--- config.mk ---
export PLATFORM = sky130hd
export DESIGN_NAME = serial_frame_tx
export DESIGN_NICKNAME = d
export VERILOG_FILES = /design/src/rtl/serial_tx_pkg.sv /design/src/rtl/piso_shift_reg.sv /design/src/rtl/serial_frame_tx.sv
export SDC_FILE = /design/constraint.sdc
export NUM_CORES = 1
export LEC_CHECK = 0
export ABC_AREA = 1
export CAP_MARGIN = 20
export CORE_UTILIZATION = 48
export CTS_CLUSTER_SIZE = 16
export DETAILED_ROUTE_END_ITERATION = 10
export PLACE_DENSITY = 0.72
export SYNTH_ARGS = -nofsm -noshare
export SYNTH_HDL_FRONTEND = slang
export SYNTH_HIERARCHICAL = 1
export SYNTH_SLANG_ARGS = --single-unit
--- constraint.sdc ---
create_clock -name clk -period 4.04 [get_ports clk]
set_input_delay 0.808 -clock clk [delete_from_list [all_inputs] [get_ports clk]]
set_output_delay 0.808 -clock clk [all_outputs]
set_load 0.02 [all_outputs]
--- src/rtl/serial_tx_pkg.sv ---
// Shared types and default parameters for the bit-serial frame transmitter.
// Frame = fixed preamble, then payload MSB-first, then an idle gap.
package serial_tx_pkg;

    typedef enum logic [1:0] {
        S_IDLE = 2'd0,
        S_PRE  = 2'd1,
        S_DATA = 2'd2,
        S_GAP  = 2'd3
    } state_t;

    localparam int         DEF_DATA_W   = 8;
    localparam int         DEF_PRE_W    = 3;
    localparam logic [2:0] DEF_PREAMBLE = 3'b101;
    localparam int         DEF_GAP      = 2;

    function automatic int max3(input int a, input int b, input int c);
        int m;
        m = (a > b) ? a : b;
        return (m > c) ? m : c;
    endfunction

endpackage

--- src/rtl/piso_shift_reg.sv ---
// Parallel-in serial-out shift register, MSB-first, zero-filling on shift.
// Once every loaded bit has been shifted out the serial output rests at 0.
module piso_shift_reg #(
    parameter int W = 11
) (
    input  logic         clk,
    input  logic         rst_n,
    input  logic         i_load,
    input  logic         i_shift,
    input  logic [W-1:0] i_data,
    output logic         o_serial
);

    logic [W-1:0] r_sr;

    always_ff @(posedge clk or negedge rst_n) begin
        if (!rst_n) begin
            r_sr <= '0;
        end else if (i_load) begin
            r_sr <= i_data;
        end else if (i_shift) begin
            r_sr <= {r_sr[W-2:0], 1'b0};
        end
    end

    assign o_serial = r_sr[W-1];

endmodule

--- src/rtl/serial_frame_tx.sv ---
// Serial frame transmitter: accepts one payload word per valid/ready handshake
// and sends preamble + payload one bit per clock, then holds the line low for GAP cycles.
module serial_frame_tx
    import serial_tx_pkg::*;
#(
    parameter int               DATA_W   = DEF_DATA_W,
    parameter int               PRE_W    = DEF_PRE_W,
    parameter logic [PRE_W-1:0] PREAMBLE = DEF_PREAMBLE,
    parameter int               GAP      = DEF_GAP
) (
    input  logic              clk,
    input  logic              rst_n,
    input  logic              in_valid,
    input  logic [DATA_W-1:0] in_data,
    output logic              in_ready,
    output logic              data_out,
    output logic              tx_active,
    output logic              frame_done,
    output state_t            dbg_state
);

    // Handshake: a word transfers on a rising edge where in_valid && in_ready.
    // The source holds in_valid/in_data stable until then; in_ready only rises in IDLE.

    localparam int SR_W  = PRE_W + DATA_W;
    localparam int CNT_W = $clog2(max3(PRE_W, DATA_W, GAP) + 1);

    localparam logic [CNT_W-1:0] PRE_LAST  = CNT_W'(PRE_W - 1);
    localparam logic [CNT_W-1:0] DATA_LAST = CNT_W'(DATA_W - 1);
    localparam logic [CNT_W-1:0] GAP_LAST  = CNT_W'((GAP > 0) ? (GAP - 1) : 0);

    state_t           r_state;
    logic [CNT_W-1:0] r_cnt;
    logic             r_in_ready;
    logic             r_tx_active;
    logic             r_frame_done;

    logic             w_accept;
    logic             w_shift;
    logic             w_serial;

    assign w_accept = in_valid && r_in_ready && (r_state == S_IDLE);
    assign w_shift  = (r_state == S_PRE) || (r_state == S_DATA);

    piso_shift_reg #(
        .W (SR_W)
    ) u_piso (
        .clk      (clk),
        .rst_n    (rst_n),
        .i_load   (w_accept),
        .i_shift  (w_shift),
        .i_data   ({PREAMBLE, in_data}),
        .o_serial (w_serial)
    );

    always_ff @(posedge clk or negedge rst_n) begin
        if (!rst_n) begin
            r_state      <= S_IDLE;
            r_cnt        <= '0;
            r_in_ready   <= 1'b0;
            r_tx_active  <= 1'b0;
            r_frame_done <= 1'b0;
        end else begin
            r_frame_done <= 1'b0;
            case (r_state)
                S_IDLE: begin
                    if (w_accept) begin
                        r_state     <= S_PRE;
                        r_cnt       <= PRE_LAST;
                        r_in_ready  <= 1'b0;
                        r_tx_active <= 1'b1;
                    end else begin
                        r_in_ready  <= 1'b1;
                        r_tx_active <= 1'b0;
                    end
                end
                S_PRE: begin
                    if (r_cnt == '0) begin
                        r_state <= S_DATA;
                        r_cnt   <= DATA_LAST;
                    end else begin
                        r_cnt <= r_cnt - CNT_W'(1);
                    end
                end
                S_DATA: begin
                    if (r_cnt == '0) begin
                        r_tx_active  <= 1'b0;
                        r_frame_done <= 1'b1;
                        // With no gap the next word can be taken on the very next edge.
                        if (GAP > 0) begin
                            r_state <= S_GAP;
                            r_cnt   <= GAP_LAST;
                        end else begin
                            r_state    <= S_IDLE;
                            r_in_ready <= 1'b1;
                        end
                    end else begin
                        r_cnt <= r_cnt - CNT_W'(1);
                    end
                end
                S_GAP: begin
                    if (r_cnt == '0) begin
                        r_state    <= S_IDLE;
                        r_in_ready <= 1'b1;
                    end else begin
                        r_cnt <= r_cnt - CNT_W'(1);
                    end
                end
                default: begin
                    r_state      <= S_IDLE;
                    r_cnt        <= '0;
                    r_in_ready   <= 1'b0;
                    r_tx_active  <= 1'b0;
                    r_frame_done <= 1'b0;
                end
            endcase
        end
    end

    assign in_ready   = r_in_ready;
    assign data_out   = w_serial;
    assign tx_active  = r_tx_active;
    assign frame_done = r_frame_done;
    assign dbg_state  = r_state;

endmodule
### Word-level counts from Yosys, hierarchy flattened

Index checks and enable logic that the tools add are counted.

| operators by class | value |
|---|---|
| multiply operators | 0 |
| divide/modulo/power cells | 0 |
| mux-type cells | 20 |
| add/sub/neg operators | 1 |
| bitwise gates (word level) | 0 |
| shift-type cells | 0 |
| reductions and logical operators | 12 |
| equality and inequality tests | 8 |
| magnitude comparators | 0 |

Operators with widths:

| kind | count |
|---|---|
| two-way mux 11 bit | 2 |
| two-way mux 4 bit | 4 |
| one-hot mux 4 bit (4 select lines) | 1 |
| two-way mux 2 bit | 4 |
| one-hot mux 2 bit (4 select lines) | 1 |
| two-way mux 1 bit | 6 |
| inequality test 2 x 1 -> 1 bit, second input constant | 3 |
| AND reduction 2 bit | 3 |
| nonzero test 2 bit | 3 |
| == test 2 bit, second input constant | 2 |
| logical NOT 4 bit | 1 |
| inequality test 2 bit, second input constant | 2 |
| one-hot mux 1 bit (2 select lines) | 2 |
| AND reduction 4 bit | 1 |
| subtractor 4 x 1 -> 4 bit, second input constant | 1 |
| == test 2 x 1 -> 1 bit, second input constant | 1 |
| logical AND 1 bit | 2 |
| logical NOT 2 bit | 1 |
| logical OR 1 bit | 1 |

| storage, ports and cells | value |
|---|---|
| bits in writable memories | 0 |
| register bits | 20 |
| bits in latches | 0 |
| memory bits (read-only) | 0 |
| memories | 0 |
| word-level logic and storage cells | 47 |

### Depth between registers and ports, before layout

Gate-level depths: netlist (run 1).

| logic depth | value |
|---|---|
| depth after elaboration | 4 |
| depth in mapped cells | 9 |

### Hierarchy

Netlist (run 1), hierarchy kept.

Modules (own cells, without submodules):

| module | cells an instance | times used | sequential area each (um^2) | area an instance (um^2) |
|---|---|---|---|---|
| serial_frame_tx | 85 | 1 | 225.2 | 610.6 |
| piso_shift_reg | 59 | 1 | 275.3 | 495.5 |

### Worst setup path before layout (run 1)

OpenSTA, ideal clock, no wires.

| path | value |
|---|---|
| kind | in2reg |
| start | in in_valid |
| end | reg u_piso.r_sr[10] |
| path slack | 2.492 ns |
| stages | 6 |
| data arrival time | 1.424 ns |
| setup time | 0.124 ns |
| path buffers | 1 |
| cell sequence | nand2_1 > nor2_1 > nor2_2 > buf_6 > nand2_1 > nand3_1 |

| between the ends | value |
|---|---|
| longest elaborated chain between the ends | 3 |
| elaborated cells on any way between the ends | 4 |
| classes of those cells | 1 x mux; 3 x reduce/logical |

Ends and longest elaborated chain:

| what | RTL line | text |
|---|---|---|
| start, declared | serial_frame_tx.sv:13 | `input logic in_valid,` |
| logical AND 1 bit (*) (2 in series) | serial_frame_tx.sv:42 | `assign w_accept = in_valid && r_in_ready && (r_state == S_IDLE);` |
| named net w_accept | serial_frame_tx.sv:38 | `logic w_accept;` |
| two-way mux 11 bit / nonzero test 2 bit (equally long branches) | n/a |  |
| end signal, assigned | piso_shift_reg.sv:20 | `r_sr <= i_data;` |
| end signal, assigned | piso_shift_reg.sv:22 | `r_sr <= {r_sr[W-2:0], 1'b0};` |
| end, declared | piso_shift_reg.sv:14 | `logic [W-1:0] r_sr;` |

Mark *: on every way through the listed nets, which the timed path passes. The rest lies on a longest branch.
A chain may end at the register's enable or synchronous reset.

### Final worst setup path (run 1)

| path | value |
|---|---|
| start | in in_valid |
| end | reg u_piso.r_sr[5] |

Same word-level chain as after synthesis.

==> results.md, run 1 <==
- Power per cell area: 847 nW/um2
- CP max FO: 13
- RSZ-0062 raised after global routing: no
- Critical path capture point type: flip-flop
- Total track usage: 0.202
- Hold Crit Depth: 2
- Fin crit share: 0.554
- Vias per Instance: 5.02
- Layout Skew: between 0.0008 and 0.0009 ns
- Crit path top cell by count: nand2_1
- # setup viols final: 0
- Detailed Place HPWL: 1.56 mm
- H-tree Lvls: 1
- Root Driver: clkbuf_4
- #FFs+latches synth: 20
- CTS resizes: 0
- PortBufs: 16
- CTS Hold Buffers Added: 0
- Die Height: approximately 50 um
- CTS tree: done
- Leakage: between 0.0006 and 0.0007 uW
- Final Hold Fails: 0
- Cell variety after synth: 22
- Syn Std Cell Area: 1110 um2
- Setup total negative slack: 0 ns
- First-pass GRT wire length: between 3 and 4 mm
- Worst hold-check path type: flip-flop to flip-flop
- Placed cell count: roughly 190
- Flip-flop and latch area: 500 um2
- WP data arrival: ~2.4 ns
- Shortest clock period the worst path allows after layout: 2.24 ns
- Crit path cell chain: clkdlybuf4s50_1 -> nand2_1 -> nor2_1 -> nor2_2 -> nand2_1 -> nand3_1
- Grt total ovfl: 0
- Vias: 953
- Sink Count: 20
- Initial DRC count: 38
- Post-DR wirelength/cell: ~12 um
- Max Fclk: roughly 0.45 GHz
- Final Slew Violations: 0
- Final wirelength: between 2 and 2.5 mm
- Initial antenna violation count: 0
- Final design utilization: 0.609
- FF-to-FF path depth: 7
- Run status: complete, no violations
- Initial core utilization: 0.505
- Max-slew headroom: 0.420
- Post-synthesis sequential area ratio: 0.452
- Worst path max stage delay: between 0.6 and 0.7 ns
- Clock Latency Late Sink: 0.31 ns
- Setup WS post-layout: around 1.8 ns
- N_diodes: 0
- Worst VDD drop: between 600 and 700 uV
- Cell Count, Final, Fillers Out: 190
- Layout net count: 180
- Core region area: 2190 um2
- Multi-input combinational cell area: 533 um2
- Final ANT Viol Nets: 0
- Hold wc startpoint: u_piso/r_sr[0]
- R2R Path Start: dbg_state[1]
- Max Root-Sink Buffers: 2
- Chip width: about 50 um
- Ratio of cells with drive above 1 in the final layout: 0.0679
- Total die area: about 2500 um2
- Pre-CTS setup slack: between 1 and 1.5 ns
- Critical-path top delay cell: nor2_1
- GPL Wtd Cong: roughly 0.80
- CTS clock-pin slew for the worst setup and hold paths: about 0.12 ns
- Filler Cell Count: around 200
- Startpoint Class: input port
- Kind of critical path: input port to flip-flop
- Worst Path Required: 4.24 ns
- P&R area growth vs syn: 20.6%
- Drt drc: 0
- Crit path launch: in_valid
- Largest net degree at the start of global routing: 21
- Syn Area/Cell: between 7 and 8 um2
- Slew @ Worst Pin: between 0.8 and 0.9 ns
- Total CTS buffers: 3
- Drt first pass iters: 4
- I/O pin count: 17
- Synth warn: 6
- Mapped Cells: around 140
- Max-cap viol count: 0
- Row cnt: 17
- Post-CTS setup buffers: 0
- Vias in the first global route: roughly 870
## per-stage QoR
stage / instance area, um2 / hold WS, ns / total power (uW)
final: 1330 / 0.496 / 1130
after global routing: 1330 / 0.523 / 1230
after CTS: 1330 / 0.500 / 1130
after detailed placement: 1280 / 0.470 / 958
after global placement: 1280 / 0.467 / 937
after floorplan: 1110 / 0.443 / 815
## where the power goes
group          switching [uW]  leakage, uW  internal [uW]
Sequential               53.8     0.000256            282
Clock                    67.7    0.0000279            100
Combinational             393     0.000403            233
## synthesized netlist by cell type
cell type	instances	area, um2
o21ai_0	1	5.00
nand3_1	25	125
nand2_2	1	6.26
buf_6	1	11.3
conb_1	2	7.51
nand3_2	1	10.0
nand2_1	50	188
nor2_1	10	37.5
buf_4	1	7.51
nand2_4	1	11.3
ha_1	6	75.1
a21oi_1	4	20.0
nor2_2	1	6.26
inv_2	2	7.51
buf_2	1	5.00
inv_1	12	45.0
o21ai_1	1	5.00
o211ai_1	1	7.51
nand4_1	1	6.26
dfrtp_1	20	500
nor2_4	1	11.3
a211oi_1	1	7.51
## final cells by class
type,count,area share
multi-input combinational,108,0.400
sequential,20,0.375
timing repair buffer,16,0.120
inverter,14,0.0394
tap,28,0.0263
clock inverter,1,0.0225
clock buffer,3,0.0169
## critical path: cells and delay by family
family,cells,cell delay (ns)
and+or+nand+nor,5,1.18
buffers and inverters,1,0.45
## registers in the layout, summed over array words and instances (netlist names)
signal / count
dbg_state: 2
frame_done: 1
in_ready: 1
r_cnt: 4
tx_active: 1
u_piso/r_sr: 11
## cell usage in the layout, fill, tap and decap left out
cell type / netlist / final
nand2_1: 50 / 50
nand3_1: 25 / 25
dfrtp_1: 20 / 20
clkdlybuf4s50_1: 0 / 16
inv_1: 12 / 12
nor2_1: 10 / 10
ha_1: 6 / 6
a21oi_1: 4 / 4
clkbuf_4: 0 / 3
conb_1: 2 / 3
inv_2: 2 / 2
nor2_4: 1 / 1
nand2_2: 1 / 1
nand3_2: 1 / 1
o21ai_0: 1 / 1
o211ai_1: 1 / 1
a211oi_1: 1 / 1
nand2_4: 1 / 1
nand4_1: 1 / 1
o21ai_1: 1 / 1
bufinv_16: 0 / 1
nor2_2: 1 / 1
## final timing paths
check	end	slack, ns
max	u_piso/r_sr[5]	1.80
min	u_piso/r_sr[0]	0.50
max reg2reg	u_piso/r_sr[5]	2.02
min reg2reg	u_piso/r_sr[0]	0.50
max in group asynchronous	dbg_state[0]	2.54
min in group asynchronous	r_cnt[2]	0.98
## routing by layer
layer | share of wire | global-route usage | vias to the layer above
met5 | 0 | 0 | -
met4 | 0.017 | 0.0952 | 0
met3 | 0.074 | 0.0340 | 5
met2 | 0.45 | 0.296 | 37
met1 | 0.46 | 0.285 | 418
li1 | - | - | 493
## kinds of logic after synthesis
group,Yosys count,share of synthesized area
compound gates,8,0.0407
fa+ha+maj,6,0.0679
buf+inv,17,0.0690
flops,20,0.452
other cells,2,0.00679
simple gates,91,0.363
No activity file was read; power rests on OpenSTA's default activity.
==> run 2, diff against run 1 <==
Settings changed: CORE_UTILIZATION 48 to 47, PLACE_DENSITY 0.72 to 0.74.
Clock period 4.04 ns to 2 ns, I/O delays scaled along.
==> run 2 against run 1 <==
Against the previous run:
- register-to-register slack got worse by 1.5 ns
- critical path depth decreased by 5
- largest power group unchanged
- clock skew increased by 0.0052 ns
- largest cell class unchanged
- critical endpoint is now dbg_state[0]
- clock power increased by 42%
- cell count increased by 1.6%
- non-clock buffer count increased by 3
- sequential power increased by 100%
- design area increased by 0.47%
==> results.md, run 2 (synthesized netlist as in run 1, its figures left out) <==
- Run status: complete, no violations
- Comb power frac: 0.584 (+0.030)
- Total CTS buffers: 3 (unchanged)
- Startpoint Class: flip-flop
- # setup viols final: 0 (unchanged)
- N_diodes: 0 (unchanged)
- Chip width: 50.5 um (+1.0%)
- H-tree Lvls: 1 (unchanged)
- Die Height: 50.5 um (+1.0%)
- CTS resizes: 0 (unchanged)
- Top reg by flops: u_piso/r_sr
- Largest register FFs: 11 (unchanged)
- GPL Wtd Cong: 0.861 (+7.9%)
- WP data arrival: 1.36 ns (-1.08 ns)
- Setup total negative slack: 0 ns (unchanged)
- CTS Hold Buffers Added: 0 (unchanged)
- Ratio of cells with drive above 1 in the final layout: 0.0848 (+0.0169)
- Critical-path top delay cell: clkdlybuf4s50_1
- Commonest non-fill, non-tap cells in the layout: nand2_1, nand3_1, dfrtp_1
- Layout net count: 183 (+1.7%)
- Core region area: 2210 um2 (+0.97%)
- Row cnt: 17 (unchanged)
- Cell Int Power: 1170 uW (+91%)
- Total track usage: 0.190 (-0.0116)
- Initial DRC count: 31 (-18%)
- Worst Path Required: 1.60 ns (-2.64 ns)
- Switch share: 0.465 (+0.00977)
- Crit path cell chain: clkdlybuf4s50_1
- Clock Power Share: 0.108 (-0.041)
- Max Fclk: between 0.5 and 0.6 GHz
- Max Root-Sink Buffers: 2 (unchanged)
- CTS tree: done
- Vias per Instance: 5.02 (about the same)
- Initial antenna violation count: 0 (unchanged)
- Grt total ovfl: 0 (unchanged)
- Largest net degree at the start of global routing: 21 (unchanged)
- Final Slew Violations: 0 (unchanged)
- Drt drc: 0 (unchanged)
- Final ANT Viol Nets: 0 (unchanged)
- Clock Latency Late Sink: 0.30 ns (about the same)
- Kind of critical path: flip-flop to output pin
- Worst VDD drop: 1060 uV (+74%)
- RSZ-0062 raised after global routing: no
- Sink Count: 20 (unchanged)
- Layout Skew: 0.00599 ns (+0.00518 ns)
- Most common cell after layout, fill and taps aside: nand2_1
- Root Driver: clkbuf_4
- Total Power: 2200 uW (+94%)
- Critical path capture point type: output pin
- Reg2reg setup slack: 0.48 ns (-1.54 ns)
- PortBufs: 16 (unchanged)
- Total die area: 2550 um2 (+2.0%)
- Power per cell area: 1640 nW/um2 (+93%)
- Leakage: 0.000695 uW (+1.2%)
- Post-CTS setup buffers: 0 (unchanged)
- Psw: 1020 uW (+98%)
- First-pass GRT wire length: 3.66 mm (-4.9%)
- Detailed Place HPWL: 1.52 mm (-2.5%)
- Drt first pass iters: 4 (unchanged)
- Final wirelength: 2.10 mm (-4.2%)
- Fin crit share: 0.882
- Worst path max stage delay: 0.63 ns (-0.02 ns)
- I/O pin count: 17 (unchanged)
- Crit path buffers/inverters: 1 (unchanged)
- Vias: 968 (+1.6%)
- Shortest clock period the worst path allows after layout: between 1.5 and 2 ns
- Seq pwr share: 0.308 (+0.011)
- Initial core utilization: 0.500 (-0.00485)
- Final Hold Fails: 0 (unchanged)
- Vias in the first global route: 857 (-1.4%)
- CTS clock-pin slew for the worst setup and hold paths: 0.12 ns (about the same)
- Max-cap viol count: 0 (unchanged)
- CP max FO: 5 (-8)
- Post-DR wirelength/cell: 10.9 um (-5.7%)
- CP top delay family: buffers and inverters
- Worst hold-check path type: input port to async pin
- P&R area growth vs syn: 21.2%
## run 2: cell count changes in the layout (fill, tap and decap cells not counted)
cell	delta
bufinv_16	-1
buf_4	+3
clkbuf_8	+1
## run 2: path summary, 6_finish.rpt
check                                startpoint              end  cells past startpoint
worst max-delay path               dbg_state[0]     dbg_state[0]                      1
worst min-delay path                      rst_n         r_cnt[3]                      2
worst max register to register     dbg_state[0]   u_piso/r_sr[1]                      7
worst min register to register  u_piso/r_sr[10]  u_piso/r_sr[10]                      2
min in group clk                u_piso/r_sr[10]  u_piso/r_sr[10]                      2
max in group asynchronous                 rst_n   u_piso/r_sr[2]                      2
## run 2: per-stage QoR
step	instance area (um2)	setup WS, ns	hold slack (ns)	instances	utilization
floorplan	1110	0.511	0.104	145	-
global placement	1300	0.416	0.463	189	0.589
detailed placement	1300	0.398	0.470	189	0.589
CTS	1340	0.231	0.421	193	0.606
global route	1340	0.183	0.443	193	0.606
finish	1340	0.237	0.415	193	0.606
## run 2: routing by layer
metal,track usage,share of wire,vias to the layer above
li1,-,-,495
met1,0.286,0.51,431
met4,0.0926,0.014,0
met3,0.0273,0.056,4
met5,0,0,-
met2,0.264,0.42,38
## run 2: power groups by stage
stage	combinational (uW)	clock (uW)	sequential (uW)
floorplan	915	0	731
CTS	1280	245	675
finish	1280	238	676
detailed placement	1270	0	683
global placement	1250	0	678
global route	1460	265	695
## run 2: cell type report
class	count	area, um2
multi-input combinational	108	533
fill	210	872
timing repair buffer	19	183
tap	28	35.0
inverter	14	52.6
clock buffer	4	36.3
sequential	20	500
==> run 3, diff against run 2 <==
Settings changed: CORE_UTILIZATION 47 to 48, PLACE_DENSITY 0.74 to 0.72, SETUP_SLACK_MARGIN set to 0.15.
Clock period 2 ns to 1.9 ns, I/O delays scaled along.
==> run 3 against run 2 <==
Against the previous run:
- sequential power is 5.0% higher
- register-to-register slack worse by 0.10 ns
- largest power group unchanged
- global-route usage is 1.1 points higher
- critical endpoint is now dbg_state[1]
- worst setup slack worse by 0.042 ns
- first-iteration DRC count is 3.2% higher
- critical path depth stayed put
==> results.md, run 3 (synthesized netlist as in run 1, its figures left out) <==
- Max Root-Sink Buffers: 2 (unchanged)
- First-pass GRT wire length: 3.87 mm (+5.7%)
- Setup WS post-layout: 0.194 ns (-0.0423 ns)
- Core region area: 2190 um2 (-0.96%)
- Largest net degree at the start of global routing: 21 (unchanged)
- I/O pin count: 17 (unchanged)
- CTS clock-pin slew for the worst setup and hold paths: 0.13 ns (about the same)
- Vias per Instance: 4.91 (-2.2%)
- FF-to-FF path depth: 5 (-2)
- Root Driver: clkbuf_4
- Ratio of cells with drive above 1 in the final layout: 0.0909 (+0.00606)
- Drt drc: 0 (unchanged)
- Startpoint Class: flip-flop
- Run status: complete, no violations
- Post-CTS setup buffers: 0 (unchanged)
- Initial core utilization: 0.505 (+0.00485)
- Worst VDD drop: 1220 uV (+15%)
- Total track usage: 0.202 (+0.0113)
- GPL Wtd Cong: 0.824 (-4.2%)
- Layout net count: 183 (unchanged)
- Commonest non-fill, non-tap cells in the layout: nand2_1, nand3_1, dfrtp_1
- Vias in the first global route: 905 (+5.6%)
- Total Power: 2430 uW (+11%)
- H-tree Lvls: 1 (unchanged)
- Pre-CTS setup slack: 0.247 ns (-0.151 ns)
- Crit path launch: dbg_state[1]
- Fin crit share: 0.898
- Filler Cell Count: 188 (-10%)
- Vias: 947 (-2.2%)
- R2r endpoint: u_piso/r_sr[7]
- Kind of critical path: flip-flop to output pin
- Max-cap viol count: 0 (unchanged)
- CTS Hold Buffers Added: 0 (unchanged)
- Initial DRC count: 32 (+3.2%)
- Crit path cell chain: clkdlybuf4s50_1
- RSZ-0062 raised after global routing: no
- Critical-path top delay cell: clkdlybuf4s50_1
- Setup total negative slack: 0 ns (unchanged)
- Drt first pass iters: 4 (unchanged)
- CTS tree: done
- Total CTS buffers: 3 (unchanged)
- Fin Hold WS: 0.389 ns (-0.0259 ns)
- Die Height: 50.0 um (-1.0%)
- Final ANT Viol Nets: 0 (unchanged)
- Top reg by flops: u_piso/r_sr
- Reg2reg setup slack: 0.38 ns (-0.10 ns)
- Final Hold Fails: 0 (unchanged)
- Crit path buffers/inverters: 1 (unchanged)
- Chip width: 50.0 um (-1.0%)
- Power per cell area: 1780 nW/um2 (+8.6%)
- Final wirelength: 2.17 mm (+3.6%)
- Total die area: 2500 um2 (-2.0%)
- Row cnt: 17 (unchanged)
- Shortest clock period the worst path allows after layout: roughly 1.7 ns
- CP top delay family: buffers and inverters
- Most common cell after layout, fill and taps aside: nand2_1
- Worst path max stage delay: 0.62 ns (about the same)
- Final Slew Violations: 0 (unchanged)
- Worst hold-check path type: input port to async pin
- Worst Path Required: 1.52 ns (-0.08 ns)
- Clock Latency Late Sink: 0.31 ns (about the same)
- Max Fclk: approximately 0.59 GHz
- Initial antenna violation count: 0 (unchanged)
- P&R area growth vs syn: 23.5%
- R2R Path Start: dbg_state[0]
- Critical path capture point type: output pin
- Grt total ovfl: 0 (unchanged)
- CP max FO: 4 (-1)
- PortBufs: 16 (unchanged)
- Layout Skew: 0.00734 ns (+0.00135 ns)
- WP data arrival: 1.33 ns (-0.03 ns)
- Leakage: 0.000715 uW (+2.8%)
- Largest register FFs: 11 (unchanged)
- CTS resizes: 0 (unchanged)
- N_diodes: 0 (unchanged)
- Placed cell count: 189 (unchanged)
- # setup viols final: 0 (unchanged)
- Cell Count, Final, Fillers Out: 193 (unchanged)
- Detailed Place HPWL: 1.56 mm (+2.3%)
- Sink Count: 20 (unchanged)
- Post-DR wirelength/cell: 11.2 um (+3.6%)
-- run 3: cell count changes in the layout (fill, tap and decap cells not counted), sizes merged --
cell,before,now
clkdlybuf4s50,16,15
dlymetal6s2s,0,1
bufinv,0,1
clkbuf,4,3
-- run 3: per-stage QoR --
step | area [um2] | util
2_1_floorplan | 1110 | -
3_3_place_gp | 1300 | 0.595
3_5_place_dp | 1300 | 0.595
4_1_cts | 1360 | 0.619
5_1_grt | 1370 | 0.624
6_report | 1370 | 0.624
-- run 3: layer usage --
layer,GRT usage,up-vias,wire length [um]
met2,0.307,25,929
li1,-,497,-
met3,0.0309,4,101
met1,0.287,421,1110
met5,0,-,0
met4,0.0714,0,27
-- run 3: worst max path at each step --
stage | to | slack (ns) | cells after the start
after detailed placement | u_piso/r_sr[6] | 0.25 | 6
final | dbg_state[1] | 0.19 | 1
after CTS | dbg_state[0] | 0.16 | 1
after global routing | in_ready | 0.16 | 1
after global placement | u_piso/r_sr[6] | 0.27 | 6
after floorplan | u_piso/r_sr[10] | 0.41 | 8
-- run 3: area by class of cell --
| cell class | instances | area, um2 | area share |
|---|---|---|---|
| clock inverters | 1 | 30.0 | 0.0220 |
| multi-input cells | 108 | 541 | 0.396 |
| flip-flops and latches | 20 | 500 | 0.366 |
| well taps | 28 | 35.0 | 0.0256 |
| clock buffers | 3 | 22.5 | 0.0165 |
| repair buffers | 19 | 185 | 0.136 |
| inverters | 14 | 52.6 | 0.0385 |
-- run 3: where the power goes --
part	switching [uW]	internal, uW	total, uW
sequential	111	600	710
combinational	855	510	1360
clock	142	213	355
